[config.mk]
export PLATFORM = sky130hd
export DESIGN_NAME = raster_address_gen_flat
export DESIGN_NICKNAME = d
export VERILOG_FILES = /design/src/rtl/raster_address_gen_if.sv /design/src/rtl/raster_address_gen.sv /design/src/flat_wrapper.sv
export SDC_FILE = /design/constraint.sdc
export NUM_CORES = 1
export LEC_CHECK = 0
export ABC_AREA = 0
export ABC_CLOCK_PERIOD_IN_PS = 3940
export CAP_MARGIN = 20
export CORE_UTILIZATION = 35
export DETAILED_ROUTE_END_ITERATION = 6
export GPL_TIMING_DRIVEN = 0
export PLACE_DENSITY = 0.6
export SETUP_SLACK_MARGIN = 0.05
export SLEW_MARGIN = 5
export SYNTH_ARGS = -nofsm -noshare
export SYNTH_HDL_FRONTEND = slang
export SYNTH_SLANG_ARGS = --single-unit
[constraint.sdc]
create_clock -name clock -period 3.94 [get_ports clock]
set_input_delay 1.182 -clock clock [delete_from_list [all_inputs] [get_ports clock]]
set_output_delay 1.182 -clock clock [all_outputs]
set_load 0.02 [all_outputs]
[src/rtl/raster_address_gen_if.sv]
// Pixel-walk request and output stream bundle for raster_address_gen.
// The master side is the address generator; the slave side is the requester/consumer.
interface raster_address_gen_if #(
  parameter int X_BITS    = 8,
  parameter int Y_BITS    = 7,
  parameter int ADDR_BITS = 15
);
  logic                 start;
  logic [X_BITS-1:0]    x0;
  logic [Y_BITS-1:0]    y0;
  logic [X_BITS-1:0]    w;
  logic [Y_BITS-1:0]    h;
  logic                 out_ready;
  logic                 out_valid;
  logic [X_BITS-1:0]    x;
  logic [Y_BITS-1:0]    y;
  logic [ADDR_BITS-1:0] mem_address;
  logic                 busy;
  logic                 done;

  modport master (
    input  start, x0, y0, w, h, out_ready,
    output out_valid, x, y, mem_address, busy, done
  );

  modport slave (
    output start, x0, y0, w, h, out_ready,
    input  out_valid, x, y, mem_address, busy, done
  );
endinterface

[src/rtl/raster_address_gen.sv]
// Row-major rectangle walker over a SCREEN_W x SCREEN_H framebuffer with valid/ready output.
// Optional macro CLIP_EN: off-screen pixels are skipped instead of presented.
module raster_address_gen #(
  parameter int SCREEN_W  = 160,
  parameter int SCREEN_H  = 120,
  parameter int X_BITS    = 8,
  parameter int Y_BITS    = 7,
  parameter int ADDR_BITS = 15
) (
  input  logic                 clock,
  input  logic                 resetn,
  raster_address_gen_if.master bus
);

  typedef enum logic [1:0] {IDLE, LOAD, RUN, DONE} state_t;

  localparam logic [X_BITS:0]      X_ONE    = (X_BITS+1)'(1);
  localparam logic [Y_BITS:0]      Y_ONE    = (Y_BITS+1)'(1);
  localparam logic [ADDR_BITS-1:0] ADDR_ONE = ADDR_BITS'(1);
  // Row wrap adds SCREEN_W-(w-1); folded as (SCREEN_W+1) - w.
  localparam logic [ADDR_BITS-1:0] ROW_STEP = ADDR_BITS'(SCREEN_W + 1);

  state_t               state, state_nxt;
  logic [X_BITS-1:0]    x0_q, w_q;
  logic [Y_BITS-1:0]    y0_q, h_q;
  logic [X_BITS:0]      x_q, end_x;
  logic [Y_BITS:0]      y_q, end_y;
  logic [ADDR_BITS-1:0] addr_q;
  logic                 row_end, last_px, clipped, advance;

  // Constant multiply by SCREEN_W unrolled into shifted adds of the row index.
  function automatic logic [ADDR_BITS-1:0] row_base(input logic [Y_BITS-1:0] row);
    logic [ADDR_BITS-1:0] acc;
    acc = '0;
    for (int i = 0; i < ADDR_BITS; i++)
      if (SCREEN_W[i]) acc = acc + (ADDR_BITS'(row) << i);
    return acc;
  endfunction

  // One extra bit keeps x0+w-1 / y0+h-1 from aliasing onto a small coordinate.
  assign end_x   = {1'b0, x0_q} + {1'b0, w_q} - X_ONE;
  assign end_y   = {1'b0, y0_q} + {1'b0, h_q} - Y_ONE;
  assign row_end = (x_q == end_x);
  assign last_px = row_end && (y_q == end_y);

`ifdef CLIP_EN
  localparam logic [X_BITS:0] X_LIMIT = (X_BITS+1)'(SCREEN_W);
  localparam logic [Y_BITS:0] Y_LIMIT = (Y_BITS+1)'(SCREEN_H);
  assign clipped = (x_q >= X_LIMIT) || (y_q >= Y_LIMIT);
`else
  assign clipped = 1'b0;
`endif

  // A clipped pixel is consumed without a handshake.
  assign advance = (state == RUN) && (clipped || bus.out_ready);

  assign bus.out_valid   = (state == RUN) && !clipped;
  assign bus.x           = x_q[X_BITS-1:0];
  assign bus.y           = y_q[Y_BITS-1:0];
  assign bus.mem_address = addr_q;
  assign bus.busy        = (state != IDLE);
  assign bus.done        = (state == DONE);

  // NOTE: every output of a combinational block gets a default first so no path
  // leaves it unassigned, which would otherwise infer a latch.
  always_comb begin
    state_nxt = state;
    unique case (state)
      IDLE: if (bus.start) state_nxt = (bus.w == '0 || bus.h == '0) ? DONE : LOAD;
      LOAD: state_nxt = RUN;
      RUN:  if (advance && last_px) state_nxt = DONE;
      DONE: state_nxt = IDLE;
      default: state_nxt = IDLE;
    endcase
  end

  // NOTE: sequential state uses non-blocking assignments so every register samples
  // pre-edge values regardless of statement order.
  always_ff @(posedge clock) begin
    if (!resetn) begin
      state  <= IDLE;
      x0_q   <= '0;
      y0_q   <= '0;
      w_q    <= '0;
      h_q    <= '0;
      x_q    <= '0;
      y_q    <= '0;
      addr_q <= '0;
    end else begin
      state <= state_nxt;
      unique case (state)
        IDLE: if (bus.start) begin
          x0_q <= bus.x0;
          y0_q <= bus.y0;
          w_q  <= bus.w;
          h_q  <= bus.h;
        end
        LOAD: begin
          x_q    <= {1'b0, x0_q};
          y_q    <= {1'b0, y0_q};
          addr_q <= row_base(y0_q) + ADDR_BITS'(x0_q);
        end
        RUN: if (advance && !last_px) begin
          if (row_end) begin
            x_q    <= {1'b0, x0_q};
            y_q    <= y_q + Y_ONE;
            addr_q <= addr_q + ROW_STEP - ADDR_BITS'(w_q);
          end else begin
            x_q    <= x_q + X_ONE;
            addr_q <= addr_q + ADDR_ONE;
          end
        end
        default: ;
      endcase
    end
  end

endmodule
[src/flat_wrapper.sv]
// flat-port wrapper written by rule: the top's interface ports become plain ports
module raster_address_gen_flat 
#(
  parameter int SCREEN_W  = 160,
  parameter int SCREEN_H  = 120,
  parameter int X_BITS    = 8,
  parameter int Y_BITS    = 7,
  parameter int ADDR_BITS = 15
)
  (clock, resetn, bus_start, bus_x0, bus_y0, bus_w, bus_h, bus_out_ready, bus_out_valid, bus_x, bus_y, bus_mem_address, bus_busy, bus_done);
  raster_address_gen_if #(.X_BITS(X_BITS), .Y_BITS(Y_BITS), .ADDR_BITS(ADDR_BITS)) bus_i ();
  input  logic clock;
  input  logic resetn;
  input wire logic [$bits(bus_i.start)-1:0] bus_start;
  input wire logic [$bits(bus_i.x0)-1:0] bus_x0;
  input wire logic [$bits(bus_i.y0)-1:0] bus_y0;
  input wire logic [$bits(bus_i.w)-1:0] bus_w;
  input wire logic [$bits(bus_i.h)-1:0] bus_h;
  input wire logic [$bits(bus_i.out_ready)-1:0] bus_out_ready;
  output wire logic [$bits(bus_i.out_valid)-1:0] bus_out_valid;
  output wire logic [$bits(bus_i.x)-1:0] bus_x;
  output wire logic [$bits(bus_i.y)-1:0] bus_y;
  output wire logic [$bits(bus_i.mem_address)-1:0] bus_mem_address;
  output wire logic [$bits(bus_i.busy)-1:0] bus_busy;
  output wire logic [$bits(bus_i.done)-1:0] bus_done;
  assign bus_i.start = bus_start;
  assign bus_i.x0 = bus_x0;
  assign bus_i.y0 = bus_y0;
  assign bus_i.w = bus_w;
  assign bus_i.h = bus_h;
  assign bus_i.out_ready = bus_out_ready;
  assign bus_out_valid = bus_i.out_valid;
  assign bus_x = bus_i.x;
  assign bus_y = bus_i.y;
  assign bus_mem_address = bus_i.mem_address;
  assign bus_busy = bus_i.busy;
  assign bus_done = bus_i.done;
  raster_address_gen #(.SCREEN_W(SCREEN_W), .SCREEN_H(SCREEN_H), .X_BITS(X_BITS), .Y_BITS(Y_BITS), .ADDR_BITS(ADDR_BITS)) u_core (.clock(clock), .resetn(resetn), .bus(bus_i));
endmodule
==> metrics.md <==
| Metric | Value |
|---|---|
| Min Tclk post-route | `3.69 ns` |
| Die footprint | `0.0167 mm^2` |
| Leakage | `2.88 nW` |
| Hold depth | `2` |
| Vias in the first global route | `4,878` |
| Area leader, netlist | `dfxtp_1` |
| Max VDD drop | `0.293 mV` |
| Synth cell types | `58` |
| CTS tree | `yes` |
| Placed instance area | `0.00660 mm^2` |
| Layout cell share with drive strength beyond 1 | `7.00%` |
| Non-filler cells, final | `1,045` |
| Post-synth top area share | `22.6%` |
| First-pass GRT wire length | `25,000 um` |
| TritonRoute pass-1 iters | `5` |
| Ports | `67` |
| WP data required | `4.14 ns` |
| Initial Utilization | `35.8%` |
| Clock slew seen by the registers of the worst setup and hold paths | `0.06 ns` |
| Net count, final | `932` |
| Fmax | `271 MHz` |
| Pin count of the biggest net entering global routing | `11` |
| # diodes | `0` |
| Multi-input gate area | `0.00386 mm^2` |
| DP Cell Count | `1,027` |
| Switch share | `46.0%` |
| Reg2reg start | `u_core.x0_q[1]` |
| Hold worst-path end | `u_core.h_q[5]` |
| Fin Clk Skew | `0.00724 ns` |
| Max stage delay on crit path | `0.43 ns` |
| Synth top area cells | `dfxtp_1 (23%), ha_1 (15%), a21oi_1 (7.0%)` |
| Synth Area per Inst | `7.61 um^2` |
| CTS Hold Buffers Added | `0` |
| Via/cell ratio | `4.99` |
| HP Start | `u_core.h_q[5]` |
| Max Cap Viol | `0` |
| Core area | `0.0158 mm^2` |
| Setup TNS | `0 ns` |
| Total GRT Usage | `19.4%` |
| Worst slew pin tran | `0.628 ns` |
| Final Hold Viols | `0` |
| CP max FO | `10` |
| Seq cells post-synth | `64` |
| Total congestion overflow | `0` |
| Sequential fraction of the synthesis area | `22.6%` |
| Switching pwr | `0.00226 W` |
| RSZ-0062 raised after global routing | `no` |
| Int Power | `0.00266 W` |
| Sequential group share of total power | `20.3%` |
| Combinational group share of total power | `62.5%` |
| Die width | `129 um` |
| Number of flops mapped to enable cells by yosys | `0` |
| Critical path type | `register to register` |
| Reg2reg end | `u_core.bus.mem_address[14]` |
| Die Span Y | `129 um` |
| Detailed Place HPWL | `12,200 um` |
| Synth Net Count | `853` |
| Cells after Synth | `745` |
| Asr flop ratio synth | `0%` |
| Register area | `0.00128 mm^2` |
| Worst relative slew slack | `58.2%` |
| Pwr dens | `705 mW/mm^2` |
| Design area | `0.00698 mm^2` |
| Wire per inst | `14.7 um` |
| FF-to-FF path depth | `15` |
| Sink Count | `64` |
| Clk buf depth | `2` |
| Worst setup startpoint | `u_core.x0_q[1]` |
| Drt total wl | `15,300 um` |
| Layout fillers | `1,644` |
| Syn. warnings | `0` |
| Nature of the critical path startpoint | `register` |
| Final setup fails | `0` |
| Setup WS post-layout | `0.251 ns` |
| TritonCTS Buffers | `9` |
| Slowest CP cell | `fa_1` |
| WP data arrival | `3.89 ns` |
| Top_reg_cell synth | `dfxtp_1` |
| Drc violations | `0` |
| Synth Cell Area | `0.00567 mm^2` |
| Worst hold path type | `register to register` |
| Total number of vias | `5,217` |
| CP endpoint kind | `register` |
| Final Max Tran Viols | `0` |
| Routability cong. | `0.856` |
| Clock Power Share | `17.2%` |
| Worst slack, placed | `0.0720 ns` |
| Area delta synth->final | `23.0%` |
| Final cycle utilization of the critical path | `93.6%` |
| Htree depth | `3` |
| Initial drt markers | `228` |
| IO buf count | `66` |
| Final ANT Viol Nets | `0` |
| Clk_lat worst skew | `0.34 ns` |
| R2R Setup Slk | `0.25 ns` |
| CTS Root Cell | `clkbuf_16` |
| Initial antenna violation count | `0` |
| Critical Path, Cell by Cell | `inv_1, ha_1, inv_1, ha_1, fa_1, a211o_1, a31o_1, a211oi_2, o2111ai_2, nor3_4, buf_12, buf_6, mux2i_1, mux2i_1, a31oi_1` |
| # rows | `46` |
| Status | `finished, final reports clean` |
==> synthesized netlist by cell type, types with 7 or more instances <==
cell type,n
a211o_1,7
a211oi_1,8
a21o_1,7
a21oi_1,79
and2_1,9
and3_1,10
buf_4,17
clkbuf_1,15
dfxtp_1,64
ha_1,69
inv_1,84
mux2i_1,14
nand2_1,102
nand3_1,15
nor2_1,28
nor3_1,9
o211ai_1,7
o21ai_0,46
xnor2_1,36
xor2_1,18
==> power by group through the flow <==
stage	clock network (W)	logic, W	registers [W]
after floorplan	0	0.00223	0.000986
after global placement	0	0.00300	0.00101
after detailed placement	0	0.00302	0.00101
after CTS	0.000858	0.00305	0.000999
after global routing	0.000878	0.00346	0.00103
final	0.000847	0.00307	0.00100
==> registers in the layout, summed over array words and instances (netlist names) <==
signal	cells
u_core.bus.mem_address	15
u_core.state	2
u_core.h_q	7
u_core.x_q	9
u_core.y0_q	7
u_core.w_q	8
u_core.x0_q	8
u_core.y_q	8
==> per-stage QoR <==
stage,util [%],hold slack [ns],power (W)
3_3_place_gp,41.7,0.444,0.00401
4_1_cts,43.9,0.455,0.00491
6_report,44.1,0.452,0.00492
2_1_floorplan,-,0.436,0.00322
3_5_place_dp,41.7,0.449,0.00403
5_1_grt,44.1,0.466,0.00537
==> worst max path at each step <==
stage,to,slack [ns],cells past startpoint
global placement,u_core.bus.mem_address[14],0.05,14
global route,u_core.bus.mem_address[14],0.08,15
floorplan,u_core.bus.mem_address[14],0.62,14
finish,u_core.bus.mem_address[14],0.25,15
detailed placement,u_core.bus.mem_address[2],0.07,14
CTS,u_core.bus.mem_address[11],0.20,13
==> routing by layer <==
metal  global-route usage [%]  routed length, um
met5                        0                  0
met3                     1.98                476
met1                     26.8               7700
met2                     31.0               6830
met4                     7.47                307
==> cell families (layout without fill, tap and decap cells) <==
logic type	after synthesis	count (layout)	share of synthesized area [%]
simple gates	215	215	18.2
compound gates	198	198	21.7
buf+inv	126	210	9.68
fa+ha+maj	74	74	17.0
flops	64	64	22.6
xor+xnor	54	54	8.34
mux	14	14	2.47
==> timing repair <==
| action | 4_1_cts | 5_1_grt |
|---|---|---|
| resized for setup | 1 | 9 |
| pin swaps | 1 | 0 |
| setup endpoints to repair | 8 | 15 |
| gates cloned | 0 | 0 |
| buffers inserted | 2 | 0 |
==> cells in the final DEF (no fill, tap or decap), types with 9 or more instances in the layout <==
| cell type | count |
|---|---|
| clkbuf_1 | 14 |
| mux2i_1 | 14 |
| and2_1 | 9 |
| nor2_1 | 28 |
| inv_1 | 84 |
| nand2_1 | 102 |
| dfxtp_1 | 64 |
| o21ai_0 | 46 |
| a21oi_1 | 78 |
| clkbuf_16 | 9 |
| nand3_1 | 15 |
| buf_4 | 18 |
| nor3_1 | 9 |
| clkdlybuf4s50_1 | 66 |
| xnor2_1 | 36 |
| xor2_1 | 18 |
| and3_1 | 10 |
| ha_1 | 69 |
==> critical path, delay by kind of cell (launching register included) <==
| family | cells | cell delay (ns) |
|---|---|---|
| buf+inv | 4 | 0.43 |
| mux | 2 | 0.52 |
| fa+ha+maj | 3 | 0.93 |
| simple gates | 1 | 0.24 |
| compound gates | 5 | 1.03 |
| flops | 1 | 0.42 |
==> layout make-up <==
cell class                 instances  area share [%]
sequential                        64            18.4
clock inverter                     2           0.502
timing repair buffer              68            9.86
multi-input combinational        555            55.4
inverter                          85            4.57
buffer                            41            3.41
tap                              216            3.87
clock buffer                      14            4.07
(Power assumes the default switching activity.)
